## src/rtl/load_store_unit_if.sv

```systemverilog
// rtl/load_store_unit_if.sv - request/response and data-memory bus bundle for the load/store unit
interface load_store_unit_if #(parameter int ADDR_W = 14);
  logic              req_valid;
  logic              req_ready;
  logic              req_store;
  logic [2:0]        req_funct3;
  logic [31:0]       req_addr;
  logic [31:0]       req_wdata;
  logic              resp_valid;
  logic [31:0]       resp_rdata;
  logic              resp_err;
  logic              mem_read;
  logic              mem_write;
  logic [ADDR_W-1:0] address;
  logic [31:0]       write_data;
  logic [31:0]       read_data;

  modport slave (
    input  req_valid, req_store, req_funct3, req_addr, req_wdata, read_data,
    output req_ready, resp_valid, resp_rdata, resp_err,
           mem_read, mem_write, address, write_data
  );

  modport master (
    output req_valid, req_store, req_funct3, req_addr, req_wdata, read_data,
    input  req_ready, resp_valid, resp_rdata, resp_err,
           mem_read, mem_write, address, write_data
  );
endinterface

```

## src/rtl/load_store_unit.sv

```systemverilog
// rtl/load_store_unit.sv - load/store initiator for a word-addressed synchronous data memory
// Sub-word stores use read-modify-write since the memory has no byte enables.
module load_store_unit #(
  parameter int ADDR_W = 14
) (
  input  logic              clk,
  input  logic              reset,
  load_store_unit_if.slave  bus
);

  localparam logic [2:0] IDLE = 3'd0;
  localparam logic [2:0] RD   = 3'd1;
  localparam logic [2:0] CAP  = 3'd2;
  localparam logic [2:0] WR   = 3'd3;
  localparam logic [2:0] RESP = 3'd4;

  logic [2:0]        state;
  logic              store_q;
  logic [2:0]        f3_q;
  logic [ADDR_W+1:0] addr_q;
  logic [31:0]       wbuf_q;
  logic [31:0]       rdata_q;
  logic              err_q;

  logic        f3_ok;
  logic        align_ok;
  logic        range_ok;
  logic [31:0] shifted;
  logic [31:0] load_ext;
  logic [31:0] merged;

  always_comb begin
    f3_ok = 1'b0;
    if (bus.req_store)
      f3_ok = bus.req_funct3 inside {3'b000, 3'b001, 3'b010};
    else
      f3_ok = bus.req_funct3 inside {3'b000, 3'b001, 3'b010, 3'b100, 3'b101};

    align_ok = 1'b1;
    case (bus.req_funct3[1:0])
      2'b01:   align_ok = ~bus.req_addr[0];
      2'b10:   align_ok = (bus.req_addr[1:0] == 2'b00);
      default: align_ok = 1'b1;
    endcase

    range_ok = (bus.req_addr[31:ADDR_W+2] == '0);
  end

  // Lane extraction: shift the addressed lane down to bit 0, then extend.
  always_comb begin
    shifted  = bus.read_data >> {addr_q[1:0], 3'b000};
    load_ext = shifted;
    case (f3_q)
      3'b000:  load_ext = {{24{shifted[7]}}, shifted[7:0]};
      3'b001:  load_ext = {{16{shifted[15]}}, shifted[15:0]};
      3'b100:  load_ext = {24'd0, shifted[7:0]};
      3'b101:  load_ext = {16'd0, shifted[15:0]};
      default: load_ext = shifted;
    endcase

    merged = bus.read_data;
    if (f3_q[1:0] == 2'b00)
      merged[{addr_q[1:0], 3'b000} +: 8] = wbuf_q[7:0];
    else
      merged[{addr_q[1], 4'b0000} +: 16] = wbuf_q[15:0];
  end

  always_ff @(posedge clk or negedge reset) begin
    if (!reset) begin
      state   <= IDLE;
      store_q <= 1'b0;
      f3_q    <= 3'd0;
      addr_q  <= '0;
      wbuf_q  <= 32'd0;
      rdata_q <= 32'd0;
      err_q   <= 1'b0;
    end else begin
      case (state)
        IDLE: begin
          if (bus.req_valid) begin
            store_q <= bus.req_store;
            f3_q    <= bus.req_funct3;
            addr_q  <= bus.req_addr[ADDR_W+1:0];
            wbuf_q  <= bus.req_wdata;
            if (!(f3_ok && align_ok && range_ok)) begin
              rdata_q <= 32'd0;
              err_q   <= 1'b1;
              state   <= RESP;
            end else if (bus.req_store && bus.req_funct3 == 3'b010) begin
              state   <= WR;
            end else begin
              state   <= RD;
            end
          end
        end
        RD: state <= CAP;
        CAP: begin
          if (store_q) begin
            wbuf_q <= merged;
            state  <= WR;
          end else begin
            rdata_q <= load_ext;
            err_q   <= 1'b0;
            state   <= RESP;
          end
        end
        WR: begin
          rdata_q <= 32'd0;
          err_q   <= 1'b0;
          state   <= RESP;
        end
        RESP:    state <= IDLE;
        default: state <= IDLE;
      endcase
    end
  end

  assign bus.req_ready  = (state == IDLE);
  assign bus.resp_valid = (state == RESP);
  assign bus.resp_rdata = rdata_q;
  assign bus.resp_err   = err_q;
  assign bus.mem_read   = (state == RD);
  assign bus.mem_write  = (state == WR);
  assign bus.address    = addr_q[ADDR_W+1:2];
  assign bus.write_data = wbuf_q;

endmodule

```

## src/flat_wrapper.sv

```systemverilog
// flat-port wrapper written by rule: the top's interface ports become plain ports
module load_store_unit_flat 
#(
  parameter int ADDR_W = 14
)
  (clk, reset, bus_req_valid, bus_req_store, bus_req_funct3, bus_req_addr, bus_req_wdata, bus_read_data, bus_req_ready, bus_resp_valid, bus_resp_rdata, bus_resp_err, bus_mem_read, bus_mem_write, bus_address, bus_write_data);
  load_store_unit_if #(.ADDR_W(ADDR_W)) bus_i ();
  input  logic clk;
  input  logic reset;
  input wire logic [$bits(bus_i.req_valid)-1:0] bus_req_valid;
  input wire logic [$bits(bus_i.req_store)-1:0] bus_req_store;
  input wire logic [$bits(bus_i.req_funct3)-1:0] bus_req_funct3;
  input wire logic [$bits(bus_i.req_addr)-1:0] bus_req_addr;
  input wire logic [$bits(bus_i.req_wdata)-1:0] bus_req_wdata;
  input wire logic [$bits(bus_i.read_data)-1:0] bus_read_data;
  output wire logic [$bits(bus_i.req_ready)-1:0] bus_req_ready;
  output wire logic [$bits(bus_i.resp_valid)-1:0] bus_resp_valid;
  output wire logic [$bits(bus_i.resp_rdata)-1:0] bus_resp_rdata;
  output wire logic [$bits(bus_i.resp_err)-1:0] bus_resp_err;
  output wire logic [$bits(bus_i.mem_read)-1:0] bus_mem_read;
  output wire logic [$bits(bus_i.mem_write)-1:0] bus_mem_write;
  output wire logic [$bits(bus_i.address)-1:0] bus_address;
  output wire logic [$bits(bus_i.write_data)-1:0] bus_write_data;
  assign bus_i.req_valid = bus_req_valid;
  assign bus_i.req_store = bus_req_store;
  assign bus_i.req_funct3 = bus_req_funct3;
  assign bus_i.req_addr = bus_req_addr;
  assign bus_i.req_wdata = bus_req_wdata;
  assign bus_i.read_data = bus_read_data;
  assign bus_req_ready = bus_i.req_ready;
  assign bus_resp_valid = bus_i.resp_valid;
  assign bus_resp_rdata = bus_i.resp_rdata;
  assign bus_resp_err = bus_i.resp_err;
  assign bus_mem_read = bus_i.mem_read;
  assign bus_mem_write = bus_i.mem_write;
  assign bus_address = bus_i.address;
  assign bus_write_data = bus_i.write_data;
  load_store_unit #(.ADDR_W(ADDR_W)) u_core (.clk(clk), .reset(reset), .bus(bus_i));
endmodule
```

## config.mk

```make
export PLATFORM = sky130hd
export DESIGN_NAME = load_store_unit_flat
export DESIGN_NICKNAME = d
export VERILOG_FILES = /design/src/rtl/load_store_unit_if.sv /design/src/rtl/load_store_unit.sv /design/src/flat_wrapper.sv
export SDC_FILE = /design/constraint.sdc
export NUM_CORES = 1
export LEC_CHECK = 0
export CAP_MARGIN = 40
export CORE_MARGIN = 2
export CORE_UTILIZATION = 49
export DETAILED_ROUTE_END_ITERATION = 6
export PLACE_DENSITY = 0.87
export SLEW_MARGIN = 20
export SYNTH_ARGS = -nofsm -noshare
export SYNTH_HDL_FRONTEND = slang
export SYNTH_SLANG_ARGS = --single-unit
```

## constraint.sdc

```tcl
create_clock -name clk -period 4 [get_ports clk]
set_input_delay 0.8 -clock clk [delete_from_list [all_inputs] [get_ports clk]]
set_output_delay 0.8 -clock clk [all_outputs]
set_load 0.03 [all_outputs]
```

==> metrics.md <==
| Metric | Value |
|---|---|
| Clock skew | 0.00695 ns |
| Top_reg_cell synth | dfrtp_1 |
| Crit path launch type | input pin |
| RSZ-0062 raised after global routing | false |
| Net Count, Synth | 624 |
| Synthesized flop and latch total | 88 |
| Placed wire-length estimate | 12,700 um |
| Mean Syn Cell Area | 9.91 sq um |
| Vias per cell | 5.92 |
| Clock Latency Late Sink | 0.37 ns |
| CP Buf/Inv Count | 3 |
| CP cell instances | clkdlybuf4s50_1, inv_1, ha_1, or3b_1, nand4_1, a2111oi_4, a211oi_4, buf_4, mux2_2 |
| WL/cell | 20.5 um |
| Placed Cells | 796 |
| RR Endpoint | u_core.bus.write_data[22] |
| Sink Count | 88 |
| ANT cells | 0 |
| Setup ws final | 1.06 ns |
| Largest area contributor in the netlist | dfrtp_1 |
| Ranking of synthesized cells by area | dfrtp_1, mux2_2, o21ai_0 |
| Post-synthesis sequential area ratio | 43.3% |
| Placer Congestion | 0.903 |
| Largest net degree at the start of global routing | 53 |
| Max_cap viols | 0 |
| Ports | 186 |
| Count of cell types in the netlist | 54 |
| Max-slew violations | 0 |
| Detailed-route DRC error count | 0 |
| H-tree depth | 3 |
| Crit Path Category | input pin to flop |
| Port bufs | 185 |
| Via count | 4,815 |
| Commonest non-fill, non-tap cell in the layout | clkdlybuf4s50_1 |
| Total CTS buffers | 9 |
| Die area | 11,200 sq um |
| Detailed Routing Iterations Pass 1 | 5 |
| Worst VDD drop | 0.000254 V |
| Root buf cell | clkbuf_8 |
| Worst EP arrival | 3.20 ns |
| Core ar. | 10,200 sq um |
| CTS hold repair buffers | 0 |
| Number of global-route vias before repair | 4,749 |
| FF-to-FF Start | u_core.addr_q[1] |
| Yosys top cell area share | 43.3% |
| Top delay family on crit path | buffers and inverters |
| Leading cell types in the layout, fill and taps excluded | clkdlybuf4s50_1, dfrtp_1, o21ai_0 |
| Post-synth EDFFs | 0 |
| Tot GR Track Use | 30.0% |
| Synth warn | 0 |
| Setup_tns | 0 ns |
| FF-to-FF path depth | 6 |
| Worst-path fanout max | 34 |
| Synth async-reset ratio | 100% |
| Design Power | 2550 uW |
| Layout cells sized above 1 | 12.4% |
| Post-synthesis cell area | 5080 sq um |
| Routed WL | 16,700 um |
| Pwr Density | 354 nW/um^2 |
| Final-stage net count | 784 |
| Slowest stage delay, CP | 0.52 ns |
| Tcrit/Tclk final | 73.5% |
| Hold Crit Class | input pin to asynchronous set/reset pin |
| Initial core utilization | 49.9% |
| Area delta synth->final | 41.8% |
| Remaining antenna violation count | 0 |
| Rows | 37 |
| First-pass GRT wire length | 25,900 um |
| Post-CTS sizing | 0 |
| Critical Path RT | 4.26 ns |
| Die Wd | 106 um |
| Post-CTS Setup Bufs | 0 |
| Max frequency | 340 MHz |
| Final Critical Period | 2.94 ns |
| Global route overflow | 0 |
| Slew headroom | 46.4% |
| Final hold violation count | 0 |
| CTS tree | yes |
| Cell count after synthesis | 513 |
| 1st-iter DRT viols | 480 |
| Fin cells | 814 |
| Slowest CP cell | clkdlybuf4s50_1 |
| Lkg Pwr | 0.00297 uW |
| Outcome | finished clean |
| Initial antenna violation count | 0 |
| CTS max path bufs | 2 |
| Final setup viols | 0 |
| Worst setup EP type | flop |
| Clock transition at the registers of the reported paths | 0.09 ns |
| Flop2flop setup slack | 1.23 ns |
| Die span in y | 106 um |
| Worst Setup Slack post-DPL | 0.669 ns |
| Worst Tran Pin Value | 0.801 ns |
==> synthesized netlist by cell type (2+ instances only) <==
master and count:
buf_1 2, mux2_1 2, mux2i_1 26, or3b_1 2, nor2b_1 18, nand3_1 2
inv_1 12, nor4_1 4, o21ai_0 67, nand2_1 61, nor3b_1 3, buf_4 15
nor2_1 12, a221oi_1 8, o21ai_1 4, nor3_1 4, ha_1 8, a211oi_2 2
a32o_1 8, dfrtp_1 88, mux2_2 40, a21oi_1 10, a22oi_1 16, buf_6 2
or3_1 2, nor2_2 2, clkbuf_1 17, a31oi_1 24, buf_2 14, a211oi_1 14
==> flip-flops by register name (all words and copies together), names as in the netlist <==
register	cells
u_core.state	3
u_core.store_q	1
u_core.bus.resp_rdata	32
u_core.addr_q	16
u_core.f3_q	3
u_core.bus.write_data	32
u_core.bus.resp_err	1
==> per-stage QoR <==
stage / hold WS (ns) / instance area (sq um) / utilization (%)
after detailed placement: 0.475 / 6940 / 68.1
after global placement: 0.463 / 6890 / 67.7
after global routing: 0.423 / 7210 / 70.8
after floorplan: 0.482 / 5080 / -
after CTS: 0.406 / 7190 / 70.6
final: 0.400 / 7210 / 70.8
==> power breakdown <==
part / leakage, uW / total (uW) / internal [uW] / switching (uW)
clock: 0.000123 / 775 / 435 / 340
combinational: 0.00173 / 745 / 329 / 416
sequential: 0.00111 / 1030 / 961 / 73.2
total: 0.00297 / 2550 / 1730 / 829
==> final cells by class <==
type / count / area, sq um
Fill cell: 775 / 2980
Multi-Input combinational cell: 363 / 2560
Sequential cell: 88 / 2200
Timing Repair Buffer: 199 / 1980
Tap cell: 136 / 170
Clock buffer: 10 / 138
Clock inverter: 6 / 115
Inverter: 12 / 45.0
==> routing by layer <==
layer  up-vias  routed length [um]  track usage (%)
li1       2185                   -                -
met5         -                   0                0
met3        35                1550             7.54
met4         0                 416             10.2
met2       260                7940             48.7
met1      2335                6760             39.3
==> worst max path at each step <==
| stage | start | to | cells after the start |
|---|---|---|---|
| after floorplan | bus_req_funct3[0] | u_core.bus.resp_rdata[0] | 8 |
| after global placement | bus_req_funct3[0] | u_core.bus.resp_rdata[30] | 9 |
| after detailed placement | bus_req_funct3[0] | u_core.bus.resp_rdata[3] | 9 |
| after CTS | bus_req_funct3[0] | u_core.bus.resp_rdata[3] | 9 |
| after global routing | bus_req_funct3[0] | u_core.bus.resp_rdata[3] | 9 |
| final | bus_req_funct3[0] | u_core.bus.resp_rdata[3] | 9 |
==> worst register-to-register path: cells and delay by family (launching register included) <==
kind / cells / cell delay (ns)
flops: 1 / 0.33
buf+inv: 2 / 0.69
simple gates: 1 / 0.69
compound gates: 3 / 0.94
==> logic make-up after synthesis <==
logic type / share of synthesized area (%)
fa+ha+maj: 1.97
flops: 43.3
simple gates: 12.3
compound gates: 21.4
mux: 14.4
xor+xnor: 0.172
buf+inv: 6.33
(Power assumes the default switching activity.)
